**src/rtl/light_safety_pkg.sv**
```systemverilog
// Shared types and fault codes for the lamp safety monitor and its tick generator.
package light_safety_pkg;

   typedef enum logic [1:0] {
      PASS           = 2'd0,
      FAULT_FLASH    = 2'd1,
      RECOVER_ALLRED = 2'd2
   } state_t;

   localparam logic [2:0] FC_NONE         = 3'd0;
   localparam logic [2:0] FC_NS_ONEHOT    = 3'd1;
   localparam logic [2:0] FC_EW_ONEHOT    = 3'd2;
   localparam logic [2:0] FC_CONFLICT     = 3'd3;
   localparam logic [2:0] FC_NO_YELLOW    = 3'd4;
   localparam logic [2:0] FC_SHORT_YELLOW = 3'd5;

   typedef struct packed {
      logic red;
      logic yellow;
      logic green;
   } lamp_t;

   localparam lamp_t LAMP_RED = 3'b100;
   localparam lamp_t LAMP_OFF = 3'b000;

   function automatic logic lamp_onehot(input lamp_t l);
      return (l == 3'b100) || (l == 3'b010) || (l == 3'b001);
   endfunction

endpackage

```
**src/rtl/tick_gen.sv**
```systemverilog
// Free-running tick divider: pulses once every CLK_FREQ clocks; clr restarts the period.
module tick_gen #(
   parameter int CLK_FREQ = 50_000_000
) (
   input  logic clk,
   input  logic reset,
   input  logic clr,
   output logic tick
);

   localparam int            CW   = (CLK_FREQ > 1) ? $clog2(CLK_FREQ) : 1;
   localparam logic [CW-1:0] LAST = CW'(CLK_FREQ - 1);

   logic [CW-1:0] cnt;

   assign tick = (cnt == LAST);

   always_ff @(posedge clk) begin
      if (!reset) begin
         cnt <= '0;
      end else if (clr || tick) begin
         cnt <= '0;
      end else begin
         cnt <= cnt + 1'b1;
      end
   end

endmodule

```
**src/rtl/light_safety_monitor.sv**
```systemverilog
// Registers controller lamp requests, checks them for illegal patterns/timing and
// forwards them, or overrides with a flashing all-red failsafe until recovery.
//
// state          | meaning
// PASS           | lamps follow registered inputs
// FAULT_FLASH    | both reds flash, fault=1, waits for clr_fault on clean inputs
// RECOVER_ALLRED | solid red for ALLRED_S ticks, then back to PASS
module light_safety_monitor
   import light_safety_pkg::*;
#(
   parameter int CLK_FREQ     = 50_000_000,
   parameter int MIN_YELLOW_S = 3,
   parameter int ALLRED_S     = 2,
   parameter int FLASH_HALF_S = 1
) (
   input  logic       clk,
   input  logic       reset,
   input  logic       ns_red_in,
   input  logic       ns_yellow_in,
   input  logic       ns_green_in,
   input  logic       ew_red_in,
   input  logic       ew_yellow_in,
   input  logic       ew_green_in,
   input  logic       clr_fault,
   output logic       ns_red,
   output logic       ns_yellow,
   output logic       ns_green,
   output logic       ew_red,
   output logic       ew_yellow,
   output logic       ew_green,
   output logic       fault,
   output logic [2:0] fault_code
);

   localparam logic [7:0]  YMIN        = 8'(MIN_YELLOW_S);
   localparam logic [15:0] HALF_LAST   = 16'(FLASH_HALF_S - 1);
   localparam logic [15:0] ALLRED_LAST = 16'(ALLRED_S - 1);

   lamp_t       ns_in, ew_in;
   lamp_t       ns_q, ew_q, ns_prev, ew_prev;
   lamp_t       ns_out, ew_out, ns_out_n, ew_out_n;
   logic [7:0]  ns_ycnt, ew_ycnt;
   state_t      state, state_n;
   logic [2:0]  code_q, code_n, viol_code;
   logic        violation;
   logic        flash_on, flash_on_n;
   logic [15:0] phase_cnt, phase_n;
   logic        tick, tick_clr;

   assign ns_in = lamp_t'({ns_red_in, ns_yellow_in, ns_green_in});
   assign ew_in = lamp_t'({ew_red_in, ew_yellow_in, ew_green_in});

   tick_gen #(.CLK_FREQ(CLK_FREQ)) u_tick_gen (
      .clk   (clk),
      .reset (reset),
      .clr   (tick_clr),
      .tick  (tick)
   );

   // Lowest code wins when several checks fire in the same cycle.
   always_comb begin
      viol_code = FC_NONE;
      if (!lamp_onehot(ns_q)) begin
         viol_code = FC_NS_ONEHOT;
      end else if (!lamp_onehot(ew_q)) begin
         viol_code = FC_EW_ONEHOT;
      end else if (!ns_q.red && !ew_q.red) begin
         viol_code = FC_CONFLICT;
      end else if ((ns_prev.green && ns_q.red) || (ew_prev.green && ew_q.red)) begin
         viol_code = FC_NO_YELLOW;
      end else if ((ns_prev.yellow && !ns_q.yellow && (ns_ycnt < YMIN)) ||
                   (ew_prev.yellow && !ew_q.yellow && (ew_ycnt < YMIN))) begin
         viol_code = FC_SHORT_YELLOW;
      end
   end

   assign violation = (viol_code != FC_NONE);

   always_comb begin
      state_n    = state;
      code_n     = code_q;
      flash_on_n = flash_on;
      phase_n    = phase_cnt;
      tick_clr   = 1'b0;
      ns_out_n   = ns_q;
      ew_out_n   = ew_q;
      case (state)
         PASS: begin
            if (violation) begin
               state_n    = FAULT_FLASH;
               code_n     = viol_code;
               tick_clr   = 1'b1;
               flash_on_n = 1'b1;
               phase_n    = '0;
            end
         end
         FAULT_FLASH: begin
            if (clr_fault && !violation) begin
               state_n  = RECOVER_ALLRED;
               tick_clr = 1'b1;
               phase_n  = '0;
            end else if (tick) begin
               if (phase_cnt == HALF_LAST) begin
                  flash_on_n = ~flash_on;
                  phase_n    = '0;
               end else begin
                  phase_n = phase_cnt + 16'd1;
               end
            end
         end
         RECOVER_ALLRED: begin
            if (violation) begin
               state_n    = FAULT_FLASH;
               code_n     = viol_code;
               tick_clr   = 1'b1;
               flash_on_n = 1'b1;
               phase_n    = '0;
            end else if (tick) begin
               if (phase_cnt == ALLRED_LAST) begin
                  state_n = PASS;
                  phase_n = '0;
               end else begin
                  phase_n = phase_cnt + 16'd1;
               end
            end
         end
         default: begin
            state_n = PASS;
         end
      endcase
      // Lamps follow the state being entered so an override lands on the same edge.
      case (state_n)
         PASS: begin
            ns_out_n = ns_q;
            ew_out_n = ew_q;
         end
         FAULT_FLASH: begin
            ns_out_n = flash_on_n ? LAMP_RED : LAMP_OFF;
            ew_out_n = flash_on_n ? LAMP_RED : LAMP_OFF;
         end
         default: begin
            ns_out_n = LAMP_RED;
            ew_out_n = LAMP_RED;
         end
      endcase
   end

   always_ff @(posedge clk) begin
      if (!reset) begin
         state     <= PASS;
         code_q    <= FC_NONE;
         flash_on  <= 1'b0;
         phase_cnt <= '0;
         ns_q      <= LAMP_RED;
         ew_q      <= LAMP_RED;
         ns_prev   <= LAMP_RED;
         ew_prev   <= LAMP_RED;
         ns_out    <= LAMP_RED;
         ew_out    <= LAMP_RED;
         ns_ycnt   <= '0;
         ew_ycnt   <= '0;
      end else begin
         state     <= state_n;
         code_q    <= code_n;
         flash_on  <= flash_on_n;
         phase_cnt <= phase_n;
         ns_q      <= ns_in;
         ew_q      <= ew_in;
         ns_prev   <= ns_q;
         ew_prev   <= ew_q;
         ns_out    <= ns_out_n;
         ew_out    <= ew_out_n;
         if (!ns_q.yellow) begin
            ns_ycnt <= '0;
         end else if (tick && (ns_ycnt != 8'hFF)) begin
            ns_ycnt <= ns_ycnt + 8'd1;
         end
         if (!ew_q.yellow) begin
            ew_ycnt <= '0;
         end else if (tick && (ew_ycnt != 8'hFF)) begin
            ew_ycnt <= ew_ycnt + 8'd1;
         end
      end
   end

   assign ns_red     = ns_out.red;
   assign ns_yellow  = ns_out.yellow;
   assign ns_green   = ns_out.green;
   assign ew_red     = ew_out.red;
   assign ew_yellow  = ew_out.yellow;
   assign ew_green   = ew_out.green;
   assign fault      = (state == FAULT_FLASH);
   assign fault_code = code_q;

endmodule

```
**config.mk**
```make
export PLATFORM = sky130hd
export DESIGN_NAME = light_safety_monitor
export DESIGN_NICKNAME = d
export VERILOG_FILES = /design/src/rtl/light_safety_pkg.sv /design/src/rtl/tick_gen.sv /design/src/rtl/light_safety_monitor.sv
export SDC_FILE = /design/constraint.sdc
export NUM_CORES = 1
export LEC_CHECK = 0
export BUFFER_PORTS_ARGS = -buffer_cell sky130_fd_sc_hd__buf_4
export CORE_MARGIN = 10
export CORE_UTILIZATION = 61
export CTS_BUF_LIST = sky130_fd_sc_hd__clkbuf_4 sky130_fd_sc_hd__clkbuf_8 sky130_fd_sc_hd__clkbuf_16
export CTS_CLUSTER_DIAMETER = 50
export DETAILED_ROUTE_END_ITERATION = 12
export GPL_TIMING_DRIVEN = 0
export HOLD_SLACK_MARGIN = 0.1
export PLACE_DENSITY = 0.79
export SLEW_MARGIN = 30
export SYNTH_ARGS = -nofsm -noshare
export SYNTH_HDL_FRONTEND = slang
export SYNTH_SLANG_ARGS = --single-unit
```
**constraint.sdc**
```tcl
create_clock -name clk -period 3.2 [get_ports clk]
set_clock_uncertainty 0.2 [all_clocks]
set_input_delay 0.16 -clock clk [delete_from_list [all_inputs] [get_ports clk]]
set_output_delay 0.16 -clock clk [all_outputs]
set_load 0.01 [all_outputs]
```
-- Word level (Yosys, flattened, before mapping)
Cells that the tools add are included.
W data, S select, Z words.
- bits in registers: 80
- input bits: 9
- output and inout port bits: 10
- logic and storage cells: 110
- $add $sub $neg: 4
- order comparisons: 2
- equal/unequal tests: 16
- multiplexer cells: 30
- bitwise operators: 2
- reduce and logical (&&, ||, !) cells: 33
- operator list (cell ; number):
    $mux W16 ; 7
    $pmux W16 S3 ; 1
    $add A26 B1 Y26 const B ; 1
    $eq A26 B26 Y1 const B ; 1
    $mux W3 ; 6
    $add A16 B1 Y16 const B ; 1
    $add A8 B1 Y8 const B ; 2
    $eq A16 B1 Y1 const B ; 1
    $logic_not A16 Y1 ; 1
    $lt A8 B2 Y1 const B ; 2
    $ne A8 B8 Y1 const B ; 2
    $pmux W3 S2 ; 2
    $logic_and A1 B1 Y1 ; 10
    $mux W2 ; 5
    $logic_or A1 B1 Y1 ; 7
    $eq A3 B1 Y1 const B ; 2
    $eq A3 B2 Y1 const B ; 2
    $eq A3 B3 Y1 const B ; 2
    $mux W1 ; 6
    $pmux W2 S3 ; 1
    $reduce_and A2 Y1 ; 3
    $reduce_bool A3 Y1 ; 2
    $logic_not A1 Y1 ; 5
    $eq A2 B1 Y1 const B ; 2
    9 further kinds ; 13

-- Depth between registers and ports, before layout
Gate-level depths: netlist (run 1).
- depth after elaboration: 16
- gate-level depth with buffers: 10
- mapped depth without buffers: 9

-- Cells and area by module
Synthesis (run 1) repeated with hierarchy kept, for this count alone.
- cell total of the unflattened synthesis: 493
- area, all modules: 4161.5 sq um
- by module, submodules not included (module ; instances ; cells an instance ; area an instance (sq um) ; seq. area each (sq um)):
    light_safety_monitor ; 1 ; 346 ; 2829.0 ; 1081.0
    tick_gen ; 1 ; 147 ; 1332.5 ; 520.5

-- Least setup slack after synthesis (run 1)
No wires, ideal clock.
- kind: register -> register
- from: register u_tick_gen.cnt[0]
- to: register phase_cnt[10]
- arrival time: 2.400 ns
- data required time: 2.930 ns
- setup slack: 0.530 ns
- stages on the path, launching flop included: 10
- path buffers: 1
- cell sequence: dfxtp_1 -> ha_1 -> nand4_1 -> or4_1 -> buf_2 -> o21a_1 -> o211ai_4 -> nand2_4 -> or4_1 -> a21oi_1
- cells in the longest elaborated chain, start to end: 3
- RTL lines (item ; line ; source):
    start: declaration ; tick_gen.sv:14 ; logic [CW-1:0] cnt;
    start signal: assignment ; tick_gen.sv:24 ; cnt <= cnt + 1'b1;
    $eq A26 B26 Y1 * ; tick_gen.sv:16 ; assign tick = (cnt == LAST);
    $ne A3 B3 Y1 (no line) or $ne A3 B1 Y1 (tied branches) ; n/a ;
    $reduce_and A4 Y1 (no line) * ; n/a ;
    end signal: assignment ; light_safety_monitor.sv:166 ; phase_cnt <= phase_n;
    end: declaration ; light_safety_monitor.sv:47 ; logic [15:0] phase_cnt, phase_n;
Every way passes the cells marked *; elsewhere a longest branch is shown, timed or not.
A chain may end at the register's enable or synchronous reset.

-- Final worst setup path (run 1)
- from: register u_tick_gen.cnt[0]
- to: register phase_cnt[3]
Same word-level chain as after synthesis.

==> results of run 1 <==
per-layer routing:
metal / track usage / vias up
met1: 0.211 / 1560
met4: 0.0860 / 0
met5: 0 / -
li1: - / 1681
met2: 0.269 / 76
met3: 0.0360 / 19
final cells by class:
type	count	area (µm²)
timing repair buffer	26	213
tap	75	93.8
inverter	14	52.6
multi-input combinational	342	2140
buffer	15	62.6
fill	467	1600
sequential	80	1600
clock buffer	10	138
clock inverter	6	130
sequential cells by signal (all words and copies together) (netlist names), 2 cells and up:
name and flops:
fault_code 3, phase_cnt 16, u_tick_gen.cnt 26, ew_ycnt 8, ew_prev 2, ns_prev 2
ns_q 3, ns_ycnt 8, ew_q 3, state 2
synthesized netlist by cell type, types with 2 or more instances:
library cell  number  area share
a211oi_1           4      0.0078
a21oi_1           25       0.033
a22oi_1            4      0.0078
and2_1             8       0.013
and3_1            10       0.016
and4_1             2      0.0046
buf_2              2      0.0026
clkbuf_1          12       0.012
clkinv_1           2      0.0020
dfxtp_1           80        0.42
ha_1              10       0.033
inv_1             12       0.012
mux2i_1            5       0.013
nand2_1           31       0.030
nand2b_1           4      0.0065
nand3_1           22       0.029
nand4_1           19       0.031
nand4b_1           3      0.0068
nand4bb_1          2      0.0059
nor2_1            70       0.068
nor2b_1            4      0.0065
nor3_1             7      0.0091
nor3b_1            3      0.0059
nor4_1             9       0.015
nor4b_1            3      0.0068
o21a_1             3      0.0059
o21ai_0            8       0.010
o21ai_1            2      0.0026
o31ai_1            6       0.012
or2_2              3      0.0049
or3_1             11       0.018
or4_1              8       0.016
xnor2_1           14       0.032
xor2_1            26       0.059
how the worst max path moves through the flow:
stage | from | to | slack, ps | cells past startpoint
after floorplan | u_tick_gen.cnt[0]$_SDFF_PP0_ | phase_cnt[10]$_SDFFE_PN0P_ | 530 | 9
after global placement | u_tick_gen.cnt[0]$_SDFF_PP0_ | phase_cnt[3]$_SDFFE_PN0P_ | 80 | 10
after detailed placement | u_tick_gen.cnt[0]$_SDFF_PP0_ | phase_cnt[3]$_SDFFE_PN0P_ | 60 | 10
after CTS | u_tick_gen.cnt[0]$_SDFF_PP0_ | phase_cnt[3]$_SDFFE_PN0P_ | 40 | 10
after global routing | u_tick_gen.cnt[0]$_SDFF_PP0_ | ns_red$_SDFF_PN1_ | 20 | 10
final | u_tick_gen.cnt[0]$_SDFF_PP0_ | phase_cnt[3]$_SDFFE_PN0P_ | 170 | 10
power groups by stage:
stage               clock network, W  registers, W  logic, W
floorplan                          0       0.00107  0.000202
global placement                   0       0.00107  0.000294
detailed placement                 0       0.00107  0.000302
CTS                         0.000984       0.00104  0.000311
global route                 0.00103       0.00105  0.000355
finish                      0.000979       0.00104  0.000320
kinds of logic after synthesis:
family,Yosys count,synth area share
xor+xnor,40,0.0913
compound gates,65,0.115
buf+inv,29,0.0290
flops,80,0.417
mux,5,0.0130
fa+ha+maj,10,0.0326
simple gates,222,0.302
repair_timing:
action / 4_1_cts / 5_1_grt
hold endpoints to repair: 16 / 0
setup buffers: 0 / 1
setup endpoints to repair: 0 / 29
resized for setup: 0 / 9
hold buffers: 7 / 0
per-stage QoR:
stage / power [W] / setup WS (ps) / util / cells / cell area, µm²
2_1_floorplan: 0.00127 / 530 / - / 451 / 3840
6_report: 0.00234 / 168 / 0.735 / 568 / 4430
5_1_grt: 0.00243 / 19.2 / 0.735 / 568 / 4430
3_3_place_gp: 0.00136 / 84.2 / 0.675 / 544 / 4070
3_5_place_dp: 0.00137 / 55.7 / 0.675 / 544 / 4070
4_1_cts: 0.00234 / 40.7 / 0.731 / 567 / 4400
worst max-delay path: stages, from the launching register on:
cell	delay, ps
dfxtp_1	390
ha_1	230
nand4_1	190
or4_1	450
buf_2	180
nor2_2	230
a211oi_1	160
clkbuf_2	260
nor4_1	410
xnor2_1	170
nor2_1	50
==> results.sh, run 1 <==
export IMPL_ctsLongestPathBuffers=2
export IMPL_setup_violations_final=0
export IMPL_numPortBuffers=18
export IMPL_rr_worst_depth=10
export IMPL_die_y_um=99.3
export IMPL_grt_overflow=0
export IMPL_hold_viol=0
export IMPL_cts_tree="built"
export IMPL_cts_root_buffer="clkbuf_8"
export IMPL_power_frac_seq=0.446
export IMPL_sw_frac_of_total=0.249
export IMPL_drt_initial_drc_count=248
export IMPL_grt_usage=0.169
export IMPL_io_pins=19
export IMPL_r2r_end="phase_cnt[3]$_SDFFE_PN0P_"
export IMPL_clk_pin_slew_ps=80
export IMPL_clock_latency_ps=360
export IMPL_ys_ff_latch=80
export IMPL_max_vdd_ir_drop_mv=0.333
export IMPL_period_needed_ps=3030
export IMPL_min_path_type="reg2reg"
export IMPL_grt_pass1_wl_mm=14.2
export IMPL_cts_sinks=80
export IMPL_p_clk_frac=0.418
export IMPL_rsz0062_at_grt="no"
export IMPL_power_leakage_nw=1.57
export IMPL_start_kind="flop"
export IMPL_synth_avg_cell_area_um2=8.51
export IMPL_routedWlPerCell_um=14.8
export IMPL_antenna_found_initial=0
export IMPL_final_cell_mix="dfxtp_1 (80), nor2_1 (69), nand2_1 (31)"
export IMPL_htree_num_levels=3
export IMPL_wl_met3_um=415
export IMPL_tightest_slew_ps=684
export IMPL_synthArstFlopShare=0
export IMPL_area_growth_pct=15.4
export IMPL_ys_flop_type="dfxtp_1"
export IMPL_crit_path_end_kind="flop"
export IMPL_status="complete, no violations"
export IMPL_synthCells=451
export IMPL_die_w_um=99.3
export IMPL_cp_max_fo=10
export IMPL_layout_nets=507
export IMPL_finalCritPeriodShare=0.948
export IMPL_slew_headroom=0.540
export IMPL_critical_path_class="reg2reg"
export IMPL_diodes=0
export IMPL_whs_path_depth=2
export IMPL_vias_per_cell=5.87
export IMPL_hpwlAfterDp_mm=6.03
export IMPL_maxCapViolCount=0
export IMPL_drive_gt1_frac=0.103
export IMPL_yosysSeqAreaShare=0.417
export IMPL_yosys_warnings=0
export IMPL_pwr_density_cell_nw_per_um2=529
export IMPL_slew_violations=0
export IMPL_ant_nets=0
export IMPL_wl_met1_mm=3.92
export IMPL_hold_path_end="fault_code[1]$_SDFFE_PN0P_"
export IMPL_routed_wl_mm=8.43
export IMPL_power_frac_comb=0.136
export IMPL_first_pass_iters=4
export IMPL_p_int_w=0.00176
export IMPL_synth_enable_flop_cells=0
export IMPL_r2r_slack_ps=170
export IMPL_synth_cell_type_count=51
export IMPL_gp_congestion=0.967
export IMPL_netlist_area_um2=3840
export IMPL_syn_nets=470
export IMPL_grt_pass1_vias=3202
export IMPL_row_count=28
export IMPL_dr_total_vias=3336
export IMPL_hold_ws_ps=268
export IMPL_p_switching_w=0.000584
export IMPL_die_area_um2=9860
export IMPL_crit_required_ps=3240
export IMPL_drcViolationCount=0
export IMPL_timing_rr_start="u_tick_gen.cnt[0]$_SDFF_PP0_"
export IMPL_dr_wl_met2_mm=3.88
export IMPL_hold_start="fault_code[1]$_SDFFE_PN0P_"
export IMPL_fp_coreArea_um2=6030
export IMPL_worstPathArrival_ps=3070
export IMPL_fmaxAchievable_ghz=0.330
export IMPL_final_common_cell="dfxtp_1"
export IMPL_grt_max_degree=14
export IMPL_top_layer_used="met4"
export IMPL_initial_utilization=0.637
export IMPL_finalSetupTns_ps=0
export IMPL_numCtsBuffers=9
Power figures use the tool's default switching activity.
==> inputs of run 2 (changes only) <==
Settings changed: PLACE_DENSITY 0.79 to 0.82.
==> results.sh, run 2 (synthesis results as in run 1) <==
export IMPL_placed_area_um2=4070
export IMPL_top_layer_used="met4"
export IMPL_final_cell_mix="dfxtp_1 (80), nor2_1 (69), nand2_1 (31)"
export IMPL_initial_utilization=0.637
export IMPL_slew_headroom=0.473
export IMPL_pwr_density_cell_nw_per_um2=531
export IMPL_wl_met1_mm=3.87
export IMPL_reg_largest_list="u_tick_gen.cnt x26, phase_cnt x16"
export IMPL_numCtsBuffers=9
export IMPL_grt_pass1_wl_mm=14.3
export IMPL_power_leakage_nw=1.56
export IMPL_drt_initial_drc_count=196
export IMPL_tightest_slew_ps=784
export IMPL_cp_slowest_stage_delay_ps=550
export IMPL_power_frac_seq=0.443
export IMPL_power_frac_comb=0.137
export IMPL_status="complete, no violations"
export IMPL_cts_root_buffer="clkbuf_8"
export IMPL_dr_wl_met2_mm=4.08
export IMPL_finalCritPeriodShare=0.952
export IMPL_die_area_um2=9860
export IMPL_layout_nets=506
export IMPL_cts_setup_buffers=0
export IMPL_numPortBuffers=18
export IMPL_area_growth_pct=15.6
export IMPL_die_y_um=99.3
export IMPL_htree_num_levels=3
export IMPL_die_w_um=99.3
export IMPL_crit_slowest_cell="or4_1"
export IMPL_p_clk_frac=0.419
export IMPL_fillers=451
export IMPL_grt_pass1_vias=3141
export IMPL_cts_tree="built"
export IMPL_hold_ws_ps=268
export IMPL_path_buf_inv=2
export IMPL_min_path_type="reg2reg"
export IMPL_hold_viol=0
export IMPL_first_pass_iters=6
export IMPL_largest_register_ffs=26
export IMPL_cp_num_cells=9
export IMPL_ctsLongestPathBuffers=2
export IMPL_cts_sinks=80
export IMPL_clock_latency_ps=350
export IMPL_max_vdd_ir_drop_mv=0.407
export IMPL_final_core_util=0.736
export IMPL_slew_violations=0
export IMPL_drive_gt1_frac=0.104
export IMPL_final_area_um2=4440
export IMPL_top_register="u_tick_gen.cnt"
export IMPL_final_common_cell="dfxtp_1"
export IMPL_grt_usage=0.169
export IMPL_grt_max_degree=14
export IMPL_diodes=0
export IMPL_gp_congestion=0.937
export IMPL_hpwlAfterDp_mm=5.97
export IMPL_p_int_w=0.00177
export IMPL_start_kind="flop"
export IMPL_crit_chain="ha_1 -> nand4_1 -> or4_1 -> buf_2 -> nor2_2 -> a211oi_2 -> clkbuf_1 -> or4_1 -> a21oi_1"
export IMPL_routed_wl_mm=8.64
export IMPL_antenna_found_initial=0
export IMPL_routedWlPerCell_um=15.2
export IMPL_row_count=28
export IMPL_vias_per_cell=6.03
export IMPL_critical_path_top_delay_family="simple AND/OR/NAND/NOR gates"
export IMPL_rr_worst_depth=9
export IMPL_io_pins=19
export IMPL_worstPathArrival_ps=3130
export IMPL_setup_violations_final=0
export IMPL_whs_path_depth=2
export IMPL_cp_max_fo=10
export IMPL_crit_path_end_kind="flop"
export IMPL_clk_pin_slew_ps=80
export IMPL_fmaxAchievable_ghz=0.328
export IMPL_drcViolationCount=0
export IMPL_fp_coreArea_um2=6030
export IMPL_power_w=0.00236
export IMPL_grt_overflow=0
export IMPL_maxCapViolCount=0
export IMPL_wl_met3_um=561
export IMPL_dr_total_vias=3417
export IMPL_sw_frac_of_total=0.248
export IMPL_period_needed_ps=3050
export IMPL_p_switching_w=0.000585
export IMPL_cpMostUsedCell="or4_1"
export IMPL_crit_required_ps=3290
export IMPL_critical_path_class="reg2reg"
export IMPL_ant_nets=0
==> run 2: cell count changes in the layout (fill, tap and decap cells not counted) <==
cell        change
clkinv_2        -2
nor4_2          +1
a211oi_1        -1
clkbuf_1        +1
nand3_1         -1
buf_4           -1
clkbuf_2        -1
a21oi_1         +1
nor4_1          -1
a21oi_2         -1
nand3_2         +1
clkbuf_4        +1
a211oi_2        +1
clkinvlp_4      +1
==> run 2: worst reg2reg max path: stages (launching register included) <==
cell and delay (ps):
dfxtp_1 380, ha_1 230, nand4_1 200, or4_1 430, buf_2 180, nor2_2 250
a211oi_2 130, clkbuf_1 290, or4_1 550, a21oi_1 140
==> run 2: stage by stage <==
step | TNS [ps] | std cells | worst slack [ps]
3_3_place_gp | 0 | 544 | 127
6_report | 0 | 567 | 155
5_1_grt | -13.6 | 567 | -12.1
2_1_floorplan | 0 | 451 | 530
4_1_cts | 0 | 567 | 8.18
3_5_place_dp | 0 | 544 | 80.1
==> run 2: cell type report <==
class / instances / area (µm²) / share of cell area
Multi-Input combinational cell: 342 / 2150 / 0.484
Clock inverter: 5 / 128 / 0.0288
Timing Repair Buffer: 25 / 205 / 0.0463
Tap cell: 75 / 93.8 / 0.0212
Clock buffer: 11 / 145 / 0.0327
Buffer: 15 / 61.3 / 0.0138
Sequential cell: 80 / 1600 / 0.361
Inverter: 14 / 52.6 / 0.0118
==> run 2: path summary, 6_finish.rpt <==
check                                     to  slack (ps)                    startpoint
setup / recovery  phase_cnt[14]$_SDFFE_PN0P_         150  u_tick_gen.cnt[0]$_SDFF_PP0_
hold / removal    fault_code[1]$_SDFFE_PN0P_         270    fault_code[1]$_SDFFE_PN0P_
setup reg to reg  phase_cnt[14]$_SDFFE_PN0P_         150  u_tick_gen.cnt[0]$_SDFF_PP0_
hold reg to reg   fault_code[1]$_SDFFE_PN0P_         270    fault_code[1]$_SDFFE_PN0P_
==> run 2: what timing repair did <==
action	in CTS	in global routing
hold endpoints to repair	19	0
endpoints found under the setup margin	0	33
resized for setup	0	9
hold buffers	7	0
==> run 2: power groups by stage <==
stage	Combinational (W)	Sequential, W	Clock [W]
4_1_cts	0.000310	0.00104	0.000995
6_report	0.000324	0.00104	0.000988
3_5_place_dp	0.000298	0.00107	0
5_1_grt	0.000355	0.00105	0.00103
2_1_floorplan	0.000202	0.00107	0
3_3_place_gp	0.000293	0.00107	0
==> run 2: layer usage <==
| metal | vias up | global-route usage |
|---|---|---|
| met5 | - | 0 |
| met4 | 0 | 0.0606 |
| met3 | 14 | 0.0353 |
| met2 | 119 | 0.276 |
| met1 | 1615 | 0.213 |
| li1 | 1669 | - |
==> inputs of run 3 (changes only) <==
Settings changed: CELL_PAD_IN_SITES_DETAIL_PLACEMENT from default to 0, CELL_PAD_IN_SITES_GLOBAL_PLACEMENT from default to 1, CORE_UTILIZATION 61 to 46, PLACE_DENSITY 0.82 to 0.81, SETUP_SLACK_MARGIN from default to 0.5.
==> results.sh, run 3 (synthesis results as in run 1) <==
export IMPL_timing_rr_start="u_tick_gen.cnt[0]$_SDFF_PP0_"
export IMPL_drcViolationCount=0
export IMPL_largest_register_ffs=26
export IMPL_crit_slowest_cell="or4_4"
export IMPL_min_path_type="reg2reg"
export IMPL_antenna_found_initial=0
export IMPL_critical_path_class="reg2reg"
export IMPL_grt_overflow=0
export IMPL_seqCellArea_um2=1610
export IMPL_tightest_slew_ps=778
export IMPL_first_pass_iters=4
export IMPL_row_count=33
export IMPL_final_cell_mix="dfxtp_1 (72), nor2_1 (69), buf_4 (45)"
export IMPL_cts_tree="built"
export IMPL_die_y_um=111
export IMPL_r2r_slack_ps=450
export IMPL_io_pins=19
export IMPL_status="complete, no violations"
export IMPL_htree_num_levels=3
export IMPL_gp_congestion=0.811
export IMPL_area_growth_pct=27.2
export IMPL_setup_violations_final=0
export IMPL_max_vdd_ir_drop_mv=0.330
export IMPL_routed_wl_mm=8.82
export IMPL_top_register="u_tick_gen.cnt"
export IMPL_critPathLaunch="u_tick_gen.cnt[0]$_SDFF_PP0_"
export IMPL_grt_usage=0.140
export IMPL_clk_pin_slew_ps=80
export IMPL_cts_root_buffer="clkbuf_8"
export IMPL_finalSetupTns_ps=0
export IMPL_worstPathArrival_ps=2840
export IMPL_fmaxAchievable_ghz=0.364
export IMPL_fp_coreArea_um2=8180
export IMPL_hold_viol=0
export IMPL_endpoint="phase_cnt[10]$_SDFFE_PN0P_"
export IMPL_grt_max_degree=14
export IMPL_cp_slowest_stage_delay_ps=500
export IMPL_multiInputGateArea_um2=2340
export IMPL_cts_sinks=80
export IMPL_rsz0062_at_grt="yes"
export IMPL_slew_headroom=0.477
export IMPL_crit_chain="ha_4 -> nand4_1 -> or4_4 -> buf_6 -> o21a_4 -> o211ai_4 -> nand2_4 -> or4_4 -> a21oi_2"
export IMPL_cp_max_fo=6
export IMPL_fillers=728
export IMPL_numCtsBuffers=9
export IMPL_power_w=0.00227
export IMPL_ant_nets=0
export IMPL_hpwlAfterDp_mm=5.97
export IMPL_reg_largest_list="u_tick_gen.cnt x26, phase_cnt x16"
export IMPL_routedWlPerCell_um=14.1
export IMPL_initial_utilization=0.469
export IMPL_clock_latency_ps=360
export IMPL_final_common_cell="dfxtp_1"
export IMPL_grt_pass1_wl_mm=15.0
export IMPL_maxCapViolCount=0
export IMPL_rr_worst_depth=9
export IMPL_crit_path_end_kind="flop"
export IMPL_grt_pass1_vias=3200
export IMPL_start_kind="flop"
export IMPL_finalCritPeriodShare=0.859
export IMPL_layout_nets=536
export IMPL_r2r_end="phase_cnt[10]$_SDFFE_PN0P_"
export IMPL_slew_violations=0
export IMPL_drive_gt1_frac=0.230
export IMPL_diodes=0
export IMPL_die_area_um2=12400
export IMPL_power_leakage_nw=1.74
export IMPL_crit_required_ps=3290
export IMPL_numPortBuffers=18
export IMPL_ctsLongestPathBuffers=2
export IMPL_die_w_um=111
export IMPL_whs_path_depth=2
export IMPL_pwr_density_cell_nw_per_um2=464
export IMPL_period_needed_ps=2750
export IMPL_drt_initial_drc_count=154
export IMPL_dr_total_vias=3341
export IMPL_cpMostUsedCell="or4_4"
export IMPL_vias_per_cell=5.34
==> run 3: changes by cell type in the layout (fill, tap and decap cells not counted), moves of 3 or more <==
cell	delta
buf_4	+27
buf_6	+4
clkbuf_1	-7
dfxtp_1	-8
nor4_2	+3
clkbuf_2	+6
or4_4	+3
or4_1	-3
nor4_4	+3
a21oi_1	-3
nor4_1	-6
dfxtp_2	+7
ha_1	-3
==> run 3: worst min path at each step <==
stage	start	endpoint	slack, ps
2_1_floorplan	ew_red_in	ew_q[2]$_SDFF_PN1_	60
3_3_place_gp	ew_red_in	ew_q[2]$_SDFF_PN1_	140
3_5_place_dp	ew_red_in	ew_q[2]$_SDFF_PN1_	150
4_1_cts	phase_cnt[1]$_SDFFE_PN0P_	phase_cnt[1]$_SDFFE_PN0P_	280
5_1_grt	phase_cnt[1]$_SDFFE_PN0P_	phase_cnt[1]$_SDFFE_PN0P_	300
6_report	phase_cnt[1]$_SDFFE_PN0P_	phase_cnt[1]$_SDFFE_PN0P_	280
==> run 3: layout make-up <==
type	instances	area share
Tap cell	105	0.0269
Inverter	14	0.0108
Timing Repair Buffer	55	0.0923
Sequential cell	80	0.331
Buffer	15	0.0174
Multi-Input combinational cell	342	0.478
Clock inverter	5	0.0167
Clock buffer	10	0.0269
==> run 3: layer usage <==
metal | wire, µm | vias up | global-route usage
li1 | - | 1731 | -
met1 | 4360 | 1563 | 0.181
met2 | 4080 | 39 | 0.227
met3 | 290 | 8 | 0.0349
met4 | 98 | 0 | 0.0334
met5 | 0 | - | 0
==> run 3: per-stage QoR <==
| step | area (µm²) | hold WS (ps) | worst slack, ps | cells | utilization |
|---|---|---|---|---|---|
| 2_1_floorplan | 3840 | 61.5 | 530 | 451 | - |
| 3_3_place_gp | 4100 | 144 | 131 | 574 | 0.502 |
| 3_5_place_dp | 4100 | 147 | 121 | 574 | 0.502 |
| 4_1_cts | 4620 | 279 | 472 | 614 | 0.565 |
| 5_1_grt | 4880 | 297 | 344 | 626 | 0.597 |
| 6_report | 4880 | 278 | 451 | 626 | 0.597 |
==> run 3: power breakdown <==
| group | switching [W] | internal, W |
|---|---|---|
| sequential | 0.0000200 | 0.00103 |
| clock | 0.000373 | 0.000445 |
| combinational | 0.000232 | 0.000171 |
==> run 3: repair_timing <==
item | CTS | global route
endpoints found under the hold margin | 21 | 0
hold buffers | 7 | 0
buffers inserted | 18 | 12
resized for setup | 32 | 33
endpoints found under the setup margin | 49 | 47
pin swaps | 16 | 12
==> run 3: critical path: cells and delay by family (launching register included) <==
| kind | cells | cell delay (ps) |
|---|---|---|
| AND/OR/NAND/NOR | 4 | 1190 |
| flip-flops | 1 | 370 |
| AO/OA/AOI/OAI | 3 | 640 |
| adder cells (fa/ha/maj) | 1 | 130 |
| buffers and inverters | 1 | 150 |
